--- config.mk ---
export PLATFORM = sky130hd
export DESIGN_NAME = axi_b_resp_allocator
export DESIGN_NICKNAME = d
export VERILOG_FILES = /design/src/rtl/axi_b_resp_allocator.sv
export SDC_FILE = /design/constraint.sdc
export NUM_CORES = 1
export LEC_CHECK = 0
export ABC_AREA = 1
export CORE_MARGIN = 2
export CORE_UTILIZATION = 30
export CTS_BUF_LIST = sky130_fd_sc_hd__clkbuf_16
export CTS_CLUSTER_SIZE = 40
export DETAILED_ROUTE_END_ITERATION = 6
export SLEW_MARGIN = 20
export SYNTH_ARGS = -nofsm -noshare
export SYNTH_HDL_FRONTEND = slang
export SYNTH_SLANG_ARGS = --single-unit
export TNS_END_PERCENT = 1
--- constraint.sdc ---
create_clock -name clk -period 4 [get_ports clk]
set_clock_uncertainty 0.2 [all_clocks]
set_input_delay 0.6 -clock clk [delete_from_list [all_inputs] [get_ports clk]]
set_output_delay 0.6 -clock clk [all_outputs]
set_load 0.1 [all_outputs]
--- src/rtl/axi_b_resp_allocator.sv ---
// B-channel merger: round-robin over init ports, outstanding counter, DECERR queue.
// Define AXI_B_OUT_REG_EN for a one-entry output register (1-cycle latency).
module axi_b_resp_allocator #(
    parameter int AXI_USER_W  = 6,
    parameter int N_INIT_PORT = 4,
    parameter int N_TARG_PORT = 7,
    parameter int AXI_ID_IN   = 16,
    parameter int AXI_ID_OUT  = AXI_ID_IN + $clog2(N_TARG_PORT),
    parameter int CNT_W       = 10,
    parameter int ERR_DEPTH   = 4
) (
    input  logic                              clk,
    input  logic                              rst_n,
    input  logic [N_INIT_PORT*AXI_ID_OUT-1:0] bid_i,
    input  logic [N_INIT_PORT*2-1:0]          bresp_i,
    input  logic [N_INIT_PORT*AXI_USER_W-1:0] buser_i,
    input  logic [N_INIT_PORT-1:0]            bvalid_i,
    output logic [N_INIT_PORT-1:0]            bready_o,
    output logic [AXI_ID_IN-1:0]              bid_o,
    output logic [1:0]                        bresp_o,
    output logic [AXI_USER_W-1:0]             buser_o,
    output logic                              bvalid_o,
    input  logic                              bready_i,
    input  logic                              incr_req_i,
    output logic                              full_counter_o,
    output logic                              outstanding_trans_o,
    input  logic                              err_push_i,
    input  logic [AXI_ID_IN-1:0]              err_id_i,
    input  logic [AXI_USER_W-1:0]             err_user_i,
    output logic                              err_full_o,
    output logic                              err_pending_o
);
    localparam int PW = (N_INIT_PORT > 1) ? $clog2(N_INIT_PORT) : 1;
    localparam int AW = $clog2(ERR_DEPTH);
    localparam logic [PW-1:0] LAST = PW'(N_INIT_PORT - 1);

    typedef enum logic {ARB, ERR} state_t;
    state_t state_q, state_d;

    logic [PW-1:0]         rr_q, lock_idx_q, pick, sel;
    logic                  lock_q;
    logic [CNT_W-1:0]      cnt_q;
    logic [AXI_ID_IN-1:0]  fid [ERR_DEPTH];
    logic [AXI_USER_W-1:0] fuser [ERR_DEPTH];
    logic [AW:0]           wr_q, rd_q;
    logic                  f_full, f_empty, push, pop;
    logic                  any_valid, real_hs, stall, err_ok, go_err;
    logic [AXI_ID_IN-1:0]  mux_id;
    logic [1:0]            mux_resp;
    logic [AXI_USER_W-1:0] mux_user;
    logic [AXI_ID_IN-1:0]  head_id;
    logic [AXI_USER_W-1:0] head_user;

    // first valid port at or after the pointer
    always_comb begin
        int j;
        logic [PW-1:0] idx;
        pick = rr_q;
        for (int k = N_INIT_PORT - 1; k >= 0; k--) begin
            j = int'(rr_q) + k;
            if (j >= N_INIT_PORT) j = j - N_INIT_PORT;
            idx = PW'(j);
            if (bvalid_i[idx]) pick = idx;
        end
    end

    assign any_valid = |bvalid_i;
    assign sel       = lock_q ? lock_idx_q : pick;
    assign mux_id    = bid_i[int'(sel)*AXI_ID_OUT +: AXI_ID_IN];
    assign mux_resp  = bresp_i[int'(sel)*2 +: 2];
    assign mux_user  = buser_i[int'(sel)*AXI_USER_W +: AXI_USER_W];

    assign f_empty   = (wr_q == rd_q);
    assign f_full    = (wr_q[AW] != rd_q[AW]) &&
                       (wr_q[AW-1:0] == rd_q[AW-1:0]);
    assign head_id   = fid[rd_q[AW-1:0]];
    assign head_user = fuser[rd_q[AW-1:0]];
    assign push      = err_push_i && (!f_full || pop);

    assign err_ok = (state_q == ARB) && !f_empty && (cnt_q == '0) &&
                    !any_valid && !lock_q;

`ifdef AXI_B_OUT_REG_EN
    logic                  ov_q, load_en;
    logic [AXI_ID_IN-1:0]  oid_q;
    logic [1:0]            oresp_q;
    logic [AXI_USER_W-1:0] ouser_q;

    assign load_en = !ov_q || bready_i;
    assign real_hs = (state_q == ARB) && any_valid && load_en;
    assign stall   = (state_q == ARB) && any_valid && !load_en;
    assign pop     = (state_q == ERR) && load_en;
    assign go_err  = err_ok && !ov_q;

    always_ff @(posedge clk or negedge rst_n) begin
        if (!rst_n) begin
            ov_q    <= 1'b0;
            oid_q   <= '0;
            oresp_q <= '0;
            ouser_q <= '0;
        end else if (load_en) begin
            if (state_q == ERR) begin
                ov_q    <= 1'b1;
                oid_q   <= head_id;
                oresp_q <= 2'b11;
                ouser_q <= head_user;
            end else begin
                ov_q    <= any_valid;
                oid_q   <= mux_id;
                oresp_q <= mux_resp;
                ouser_q <= mux_user;
            end
        end
    end

    always_comb begin
        bready_o = '0;
        if (rst_n && state_q == ARB && any_valid) bready_o[sel] = load_en;
        bvalid_o = ov_q;
        bid_o    = oid_q;
        bresp_o  = oresp_q;
        buser_o  = ouser_q;
    end
`else
    assign real_hs = (state_q == ARB) && any_valid && bready_i;
    assign stall   = (state_q == ARB) && any_valid && !bready_i;
    assign pop     = (state_q == ERR) && bready_i;
    assign go_err  = err_ok;

    always_comb begin
        bready_o = '0;
        bvalid_o = 1'b0;
        bid_o    = '0;
        bresp_o  = '0;
        buser_o  = '0;
        if (rst_n) begin
            if (state_q == ERR) begin
                bvalid_o = 1'b1;
                bid_o    = head_id;
                bresp_o  = 2'b11;
                buser_o  = head_user;
            end else begin
                bvalid_o = any_valid;
                bid_o    = mux_id;
                bresp_o  = mux_resp;
                buser_o  = mux_user;
                if (any_valid) bready_o[sel] = bready_i;
            end
        end
    end
`endif

    always_comb begin
        state_d = state_q;
        unique case (state_q)
            ARB: if (go_err) state_d = ERR;
            ERR: if (pop) state_d = ARB;
            default: state_d = ARB;
        endcase
    end

    always_ff @(posedge clk or negedge rst_n) begin
        if (!rst_n) begin
            state_q    <= ARB;
            rr_q       <= '0;
            lock_q     <= 1'b0;
            lock_idx_q <= '0;
            cnt_q      <= '0;
            wr_q       <= '0;
            rd_q       <= '0;
        end else begin
            state_q <= state_d;
            lock_q  <= stall;
            if (stall) lock_idx_q <= sel;
            if (real_hs) rr_q <= (sel == LAST) ? '0 : sel + PW'(1);
            if (incr_req_i && !real_hs && cnt_q != '1)
                cnt_q <= cnt_q + CNT_W'(1);
            else if (real_hs && !incr_req_i && cnt_q != '0)
                cnt_q <= cnt_q - CNT_W'(1);
            if (push) wr_q <= wr_q + (AW+1)'(1);
            if (pop) rd_q <= rd_q + (AW+1)'(1);
        end
    end

    always_ff @(posedge clk) begin
        if (push) begin
            fid[wr_q[AW-1:0]]   <= err_id_i;
            fuser[wr_q[AW-1:0]] <= err_user_i;
        end
    end

    assign full_counter_o      = rst_n && (cnt_q == '1);
    assign outstanding_trans_o = rst_n && (cnt_q != '0);
    assign err_full_o          = rst_n && f_full;
    assign err_pending_o       = rst_n && !f_empty;

endmodule

[After elaboration in Yosys (flattened, before gate mapping)]
Memory sizes are Yosys's and may differ from the RTL's.
Index checks and enable logic that the tools add are counted.
Operators by class
  eq/ne operators: 6
  add/subtract/negate cells: 12
  bitwise operators: 2
  order comparisons: 10
  muxes and demuxes: 38
  multipliers: 2
  shift operators: 3
  reductions and logical operators: 31
Operators by type and width (number)
  variable part select 76 x 8 -> 16 bit: 1
  two-way mux 16 bit: 2
  two-way mux 2 bit: 12
  variable part select 24 x 6 -> 6 bit: 1
  two-way mux 10 bit: 2
  logical AND 1 bit: 19
  < comparator 2 x 3 -> 1 bit, second input constant: 5
  two-way mux 4 bit: 3
  two-way mux 6 bit: 2
  two-way mux 1 bit: 11
  adder 10 x 1 -> 10 bit, second input constant: 1
  equality test 10 bit, second input constant: 1
  zero test 10 bit: 1
  inequality test 10 bit, second input constant: 1
  nonzero test 10 bit: 1
  subtractor 10 x 1 -> 10 bit, second input constant: 1
  greater-or-equal comparator 3 bit, second input constant: 3
  binary-select mux 1 bit (select 2 bit): 4
  variable part select 8 x 4 -> 2 bit: 1
  subtractor 2 x 1 -> 2 bit, second input constant: 4
  zero test 1 bit: 7
  multiplier 2 x 5 -> 7 bit, second input constant: 1
  adder 2 x 2 -> 3 bit, second input constant: 2
  adder 3 x 1 -> 3 bit, second input constant: 2
  other kinds (16): 16
Storage, ports and cells
  output and inout bits: 33
  word-level logic and storage cells: 113
  input port bits: 139
  register bits: 22
  memories kept: 2
  bits in writable memories: 88
Memories
  fid: depth 4, width 16, read ports 1, clocked after memory_dff 0, wr ports 1, RTL line 43  | logic [AXI_ID_IN-1:0] fid [ERR_DEPTH];
  fuser: depth 4, width 6, read ports 1, clocked after memory_dff 0, wr ports 1, RTL line 44  | logic [AXI_USER_W-1:0] fuser [ERR_DEPTH];

[Depth between registers and ports, before layout]
  depth in word-level cells: 18
  mapped depth: 17
  depth with buffers taken out: 16

[Worst setup path after synthesis]
No wires, ideal clock.
  kind: input to output
  start point: input port bvalid_i[1]
  end point: output port bready_o[2]
  buffers on the path: 1
  data arrival time: 2.985 ns
  required time: 3.200 ns
  cell stages on the path: 16
  setup slack: 0.215 ns
  cells stage by stage: inv_1 -> nand2_1 -> nand3_2 -> nand2_1 -> inv_1 -> nand2_1 -> nand2_1 -> nand2_1 -> nand2_1 -> nand3_2 -> nand2_2 -> buf_6 -> inv_1 -> ha_1 -> inv_1 -> nor2_1
On the way
  longest elaborated chain between the ends: 15
  elaborated cells between the ends (all ways): 23
  those cells by class: order compare (2); mux (18); bitwise (1); reduce/logical (2)
Ends and longest elaborated chain
  from (decl): RTL line 17  | input logic [N_INIT_PORT-1:0] bvalid_i,
  binary-select mux 1 bit (select 2 bit): RTL line 63  | if (bvalid_i[idx]) pick = idx;
  two-way mux 1 bit (not written as such): RTL line 63
  two-way mux 2 bit (3 in a row): RTL line 63
  two-way mux 2 bit *: RTL line 63
  two-way mux 2 bit *: RTL line 68  | assign sel = lock_q ? lock_idx_q : pick;
  named net sel[0]: RTL line 40  | logic [PW-1:0] rr_q, lock_idx_q, pick, sel;
  < comparator 2 x 3 -> 1 bit (not written as such) / greater-or-equal comparator 2 x 1 -> 1 bit (equally long branches): RTL line 147  | if (any_valid) bready_o[sel] = bready_i;
  logical AND 1 bit (not written as such): RTL line 147
  two-way mux 1 bit (not written as such): RTL line 147
  demux 1 bit (select 2 bit) *: RTL line 147
  AND 4 bit (no source line) *
  two-way mux 4 bit *: RTL line 147
  two-way mux 4 bit *: RTL line 137  | if (state_q == ERR) begin
  two-way mux 4 bit *: RTL line 136  | if (rst_n) begin
  to (decl): RTL line 18  | output logic [N_INIT_PORT-1:0] bready_o,
The timed path passes the listed nets; every way through them passes the cells marked *. The select of a mux whose other input is x is not followed.

[Final worst setup path]
  start point: input port bvalid_i[3]
  end point: output port bid_o[0]
On the way
  longest elaborated chain between the ends: 11
  elaborated cells between the ends (all ways): 17
  those cells by class: mul (1); shift (1); mux (15)
Ends and longest elaborated chain
  binary-select mux 1 bit (select 2 bit): RTL line 63
  two-way mux 1 bit (not written as such): RTL line 63
  two-way mux 2 bit (3 in a row): RTL line 63
  two-way mux 2 bit *: RTL line 63
  two-way mux 2 bit *: RTL line 68
  multiplier 2 x 5 -> 7 bit *: RTL line 69  | assign mux_id = bid_i[int'(sel)*AXI_ID_OUT +: AXI_ID_IN];
  variable part select 76 x 8 -> 16 bit *: RTL line 69
  two-way mux 16 bit *: RTL line 137
  two-way mux 16 bit *: RTL line 136
  to (decl): RTL line 19  | output logic [AXI_ID_IN-1:0] bid_o,
Every way passes the cells marked *; elsewhere a longest branch is shown, timed or not. The select of a mux whose other input is x is not followed.

==> impl_metrics.py <==
metrics = {
    "sta": {
        "finalSetupTns_ns": 0,
        "tightest_slew_ns": 0.966,
        "setup_viol": 0,
        "slew_headroom": 0.356,
        "finalCriticalPeriod_ns": 3.76,
        "final_max_slew_violation_count": 0,
        "timing_hold_violations_final": 0,
        "fmax_ghz": 0.266,
        "fin_crit_sh": 0.940,
        "grt_setup_unrepaired": "no",
    },
    "logic_synthesis": {
        "synthCells": 848,
        "share_of_the_yosys_chip_area_belonging_to_registers": 0.480,
        "postSynthNetCount": 1005,
        "synthesized_area_um2": 6650,
        "post_synth_top_area_cell": "sky130_fd_sc_hd__edfxtp_1",
        "synthDominantCellAreaShare": 0.398,
        "synth_edf_count": 88,
        "ys_dominant_reg_cell": "sky130_fd_sc_hd__edfxtp_1",
        "average_size_of_a_mapped_cell_um2": 7.84,
        "synthDistinctLibCells": 31,
        "asyncSetResetFlopFracSynth": 0.200,
        "yosys_warnings": 0,
        "synth.ff_latch_count": 110,
        "synth_area_leaders": "sky130_fd_sc_hd__edfxtp_1, sky130_fd_sc_hd__nand3_1, sky130_fd_sc_hd__inv_1",
    },
    "global_routing": {
        "globalRouteMet1Util": 0.225,
        "busiest_layer": "met2",
        "overflow": 0,
        "use_met3": 0.0272,
        "number_of_antenna_violations_at_the_first_check_in_global_routing": 0,
        "grt_first_pass_wirelength_mm": 31.0,
        "grt_max_degree": 49,
        "via_count_of_the_first_global_routing_pass": 5606,
        "groute.usage.overall": 0.167,
        "grt.met2_usage": 0.279,
    },
    "clocking": {
        "post_cts_hold_buffer_count": 0,
        "cts_sinks": 110,
        "clk_latency_ns": 0.36,
        "ctsLongestPathBuffers": 2,
        "cts_inserted_buffers": 9,
        "htree_num_levels": 3,
        "ctsRootBufferMaster": "sky130_fd_sc_hd__clkbuf_16",
        "cts_tree": "built",
        "cts.clk_slew.worst_paths_ns": 0.07,
    },
    "critical_path": {
        "crit_arrival_ns": 2.96,
        "ff2ff_setup_slack_ns": 0.99,
        "path_max_fanout": 16,
        "end_of_the_worst_register_to_register_path": "cnt_q[8]",
        "path_class": "input pin to primary output",
        "critPathRequiredTime_ns": 3.20,
        "start_kind": "input pin",
        "regToRegStartpoint": "cnt_q[0]",
        "crit_end_category": "primary output",
        "reg2reg_depth": 16,
    },
    "floorplanning": {
        "start_util": 0.305,
        "num_io_pins": 172,
        "die_extent_in_x_um": 153,
        "row_count": 54,
        "chipHeight_um": 153,
        "core_um2": 21800,
        "die_area_um2": 23400,
    },
    "detailed_routing": {
        "detail_routed_via_count_per_cell": 4.63,
        "drt-pass1-iter-count": 4,
        "detailroute.via_count": 5935,
        "postRouteAntennaNets": 0,
        "route.detailed.wl_per_inst_um": 15.4,
        "drt_wl_total_mm": 19.8,
        "drt_iter0_markers": 385,
        "route.detailed.drc": 0,
    },
    "finish": {
        "final_net_count": 1153,
        "area_growth_pct": 38.7,
        "diodes": 0,
        "most-common-layout-cells": "sky130_fd_sc_hd__inv_1, sky130_fd_sc_hd__nand3_1, sky130_fd_sc_hd__clkdlybuf4s50_1, sky130_fd_sc_hd__nand2_1, sky130_fd_sc_hd__nor2_1",
        "layout.cells.most_common": "sky130_fd_sc_hd__inv_1",
        "layout_cell_share_with_drive_strength_beyond_1": 0.0859,
    },
    "power_and_ir_drop": {
        "power.leakage_uw": 0.00417,
        "peakVddDrop_mv": 0.295,
        "finalPower_uw": 7270,
        "power_density_nw_per_um2": 789,
    },
    "min_path": {
        "worstHoldPathCells": 1,
        "timing.hold.worst_endpoint": "wr_q[2]",
        "worstHoldStart": "wr_q[2]",
        "hold_path.class": "flip-flop to flip-flop",
    },
    "run_status": {
        "status": "finished clean",
    },
    "placed_design": {
        "detailed_place_hpwl_mm": 13.9,
        "gp_routability_congestion": 0.842,
        "port-buffer-count": 159,
    },
    "job": {
        "cap_violations": 0,
    },
}
[sequential cells by signal (all words and copies together), names as in the netlist]
name	flops
lock_idx_q	2
cnt_q	10
rr_q	2
wr_q	3
fuser	24
rd_q	3
state_q	1
fid	64
lock_q	1
[worst max-delay path by stage]
stage           startpoint          end
2_1_floorplan  bvalid_i[1]  bready_o[2]
3_3_place_gp   bvalid_i[3]     bid_o[0]
3_5_place_dp   bvalid_i[3]     bid_o[0]
4_1_cts        bvalid_i[3]     bid_o[0]
5_1_grt        bvalid_i[0]   buser_o[4]
6_report       bvalid_i[3]     bid_o[0]
[layer usage]
metal / part of all wire / vias up / wire length (µm)
li1: - / 3041 / -
met1: 0.45 / 2750 / 8990
met2: 0.49 / 121 / 9600
met3: 0.041 / 23 / 817
met4: 0.019 / 0 / 373
met5: 0 / - / 0
[synthesized netlist by cell type (2+ instances only)]
cell	count
sky130_fd_sc_hd__clkbuf_1	25
sky130_fd_sc_hd__o21ai_1	7
sky130_fd_sc_hd__nor3_1	3
sky130_fd_sc_hd__o21ai_0	56
sky130_fd_sc_hd__buf_4	3
sky130_fd_sc_hd__a31oi_1	23
sky130_fd_sc_hd__nand2_2	2
sky130_fd_sc_hd__xnor2_1	8
sky130_fd_sc_hd__xor2_1	6
sky130_fd_sc_hd__nor2_1	109
sky130_fd_sc_hd__inv_2	3
sky130_fd_sc_hd__buf_2	8
sky130_fd_sc_hd__nand3_1	157
sky130_fd_sc_hd__inv_1	160
sky130_fd_sc_hd__buf_1	4
sky130_fd_sc_hd__edfxtp_1	88
sky130_fd_sc_hd__nand4_1	2
sky130_fd_sc_hd__nor4_1	2
sky130_fd_sc_hd__dfrtp_1	22
sky130_fd_sc_hd__nand3_2	2
sky130_fd_sc_hd__buf_6	4
sky130_fd_sc_hd__nand2_1	121
sky130_fd_sc_hd__clkinv_1	2
sky130_fd_sc_hd__ha_1	17
sky130_fd_sc_hd__a21oi_1	8
[area by class of cell]
cell class                      instances  area, µm²
Clock buffer                            9        225
Sequential cell                       110       3190
Timing Repair Buffer                  181       2130
Fill cell                            2170      12500
Inverter                              165        619
Multi-Input combinational cell        529       2630
Tap cell                              280        350
Clock inverter                          7       72.6
[worst max-delay path, stage by stage]
cell	delay [ns]
sky130_fd_sc_hd__clkdlybuf4s50_1	0.50
sky130_fd_sc_hd__inv_1	0.08
sky130_fd_sc_hd__o21ai_1	0.16
sky130_fd_sc_hd__nand2_1	0.07
sky130_fd_sc_hd__nand2_1	0.06
sky130_fd_sc_hd__nand2_1	0.05
sky130_fd_sc_hd__nand2_1	0.10
sky130_fd_sc_hd__nand2_1	0.08
sky130_fd_sc_hd__nand2_1	0.07
sky130_fd_sc_hd__nand3_2	0.10
sky130_fd_sc_hd__nand2_2	0.25
sky130_fd_sc_hd__buf_6	0.24
sky130_fd_sc_hd__nand2_1	0.07
sky130_fd_sc_hd__nand3_1	0.06
sky130_fd_sc_hd__nand3_1	0.13
sky130_fd_sc_hd__nand2_1	0.09
sky130_fd_sc_hd__inv_1	0.07
sky130_fd_sc_hd__buf_12	0.16
[repair_timing]
action	CTS	global route
hold endpoints to repair	0	0
setup endpoints to repair	0	16
resized for setup	0	2
buffers inserted	0	0
[power by group]
| part | switching, µW | leakage [µW] | internal (µW) | total, µW |
|---|---|---|---|---|
| clock | 443 | 0.000143 | 442 | 885 |
| combinational | 3060 | 0.00296 | 1580 | 4640 |
| sequential | 183 | 0.00107 | 1560 | 1740 |
| total | 3690 | 0.00417 | 3580 | 7270 |
[through the flow]
stage	hold WS [ns]	utilization	area [µm²]	instances	setup slack, ns
detailed placement	0.284	0.410	8920	1265	0.183
CTS	0.294	0.424	9220	1281	0.161
global route	0.313	0.424	9220	1281	0.0168
global placement	0.273	0.410	8920	1265	0.180
finish	0.301	0.424	9220	1281	0.242
floorplan	0.104	-	6650	848	0.215
[logic make-up (layout without fill, tap and decap cells)]
logic type	after synthesis	in the layout	synth area share
adders and majority gates	18	18	0.0350
AOI/OAI and AO/OA	96	96	0.0774
and+or+nand+nor	401	401	0.263
DFF	110	110	0.480
xor gates and xnor gates	14	14	0.0184
buffers and inverters	209	362	0.126
Note: power is estimated with default switching activity, not from simulation.
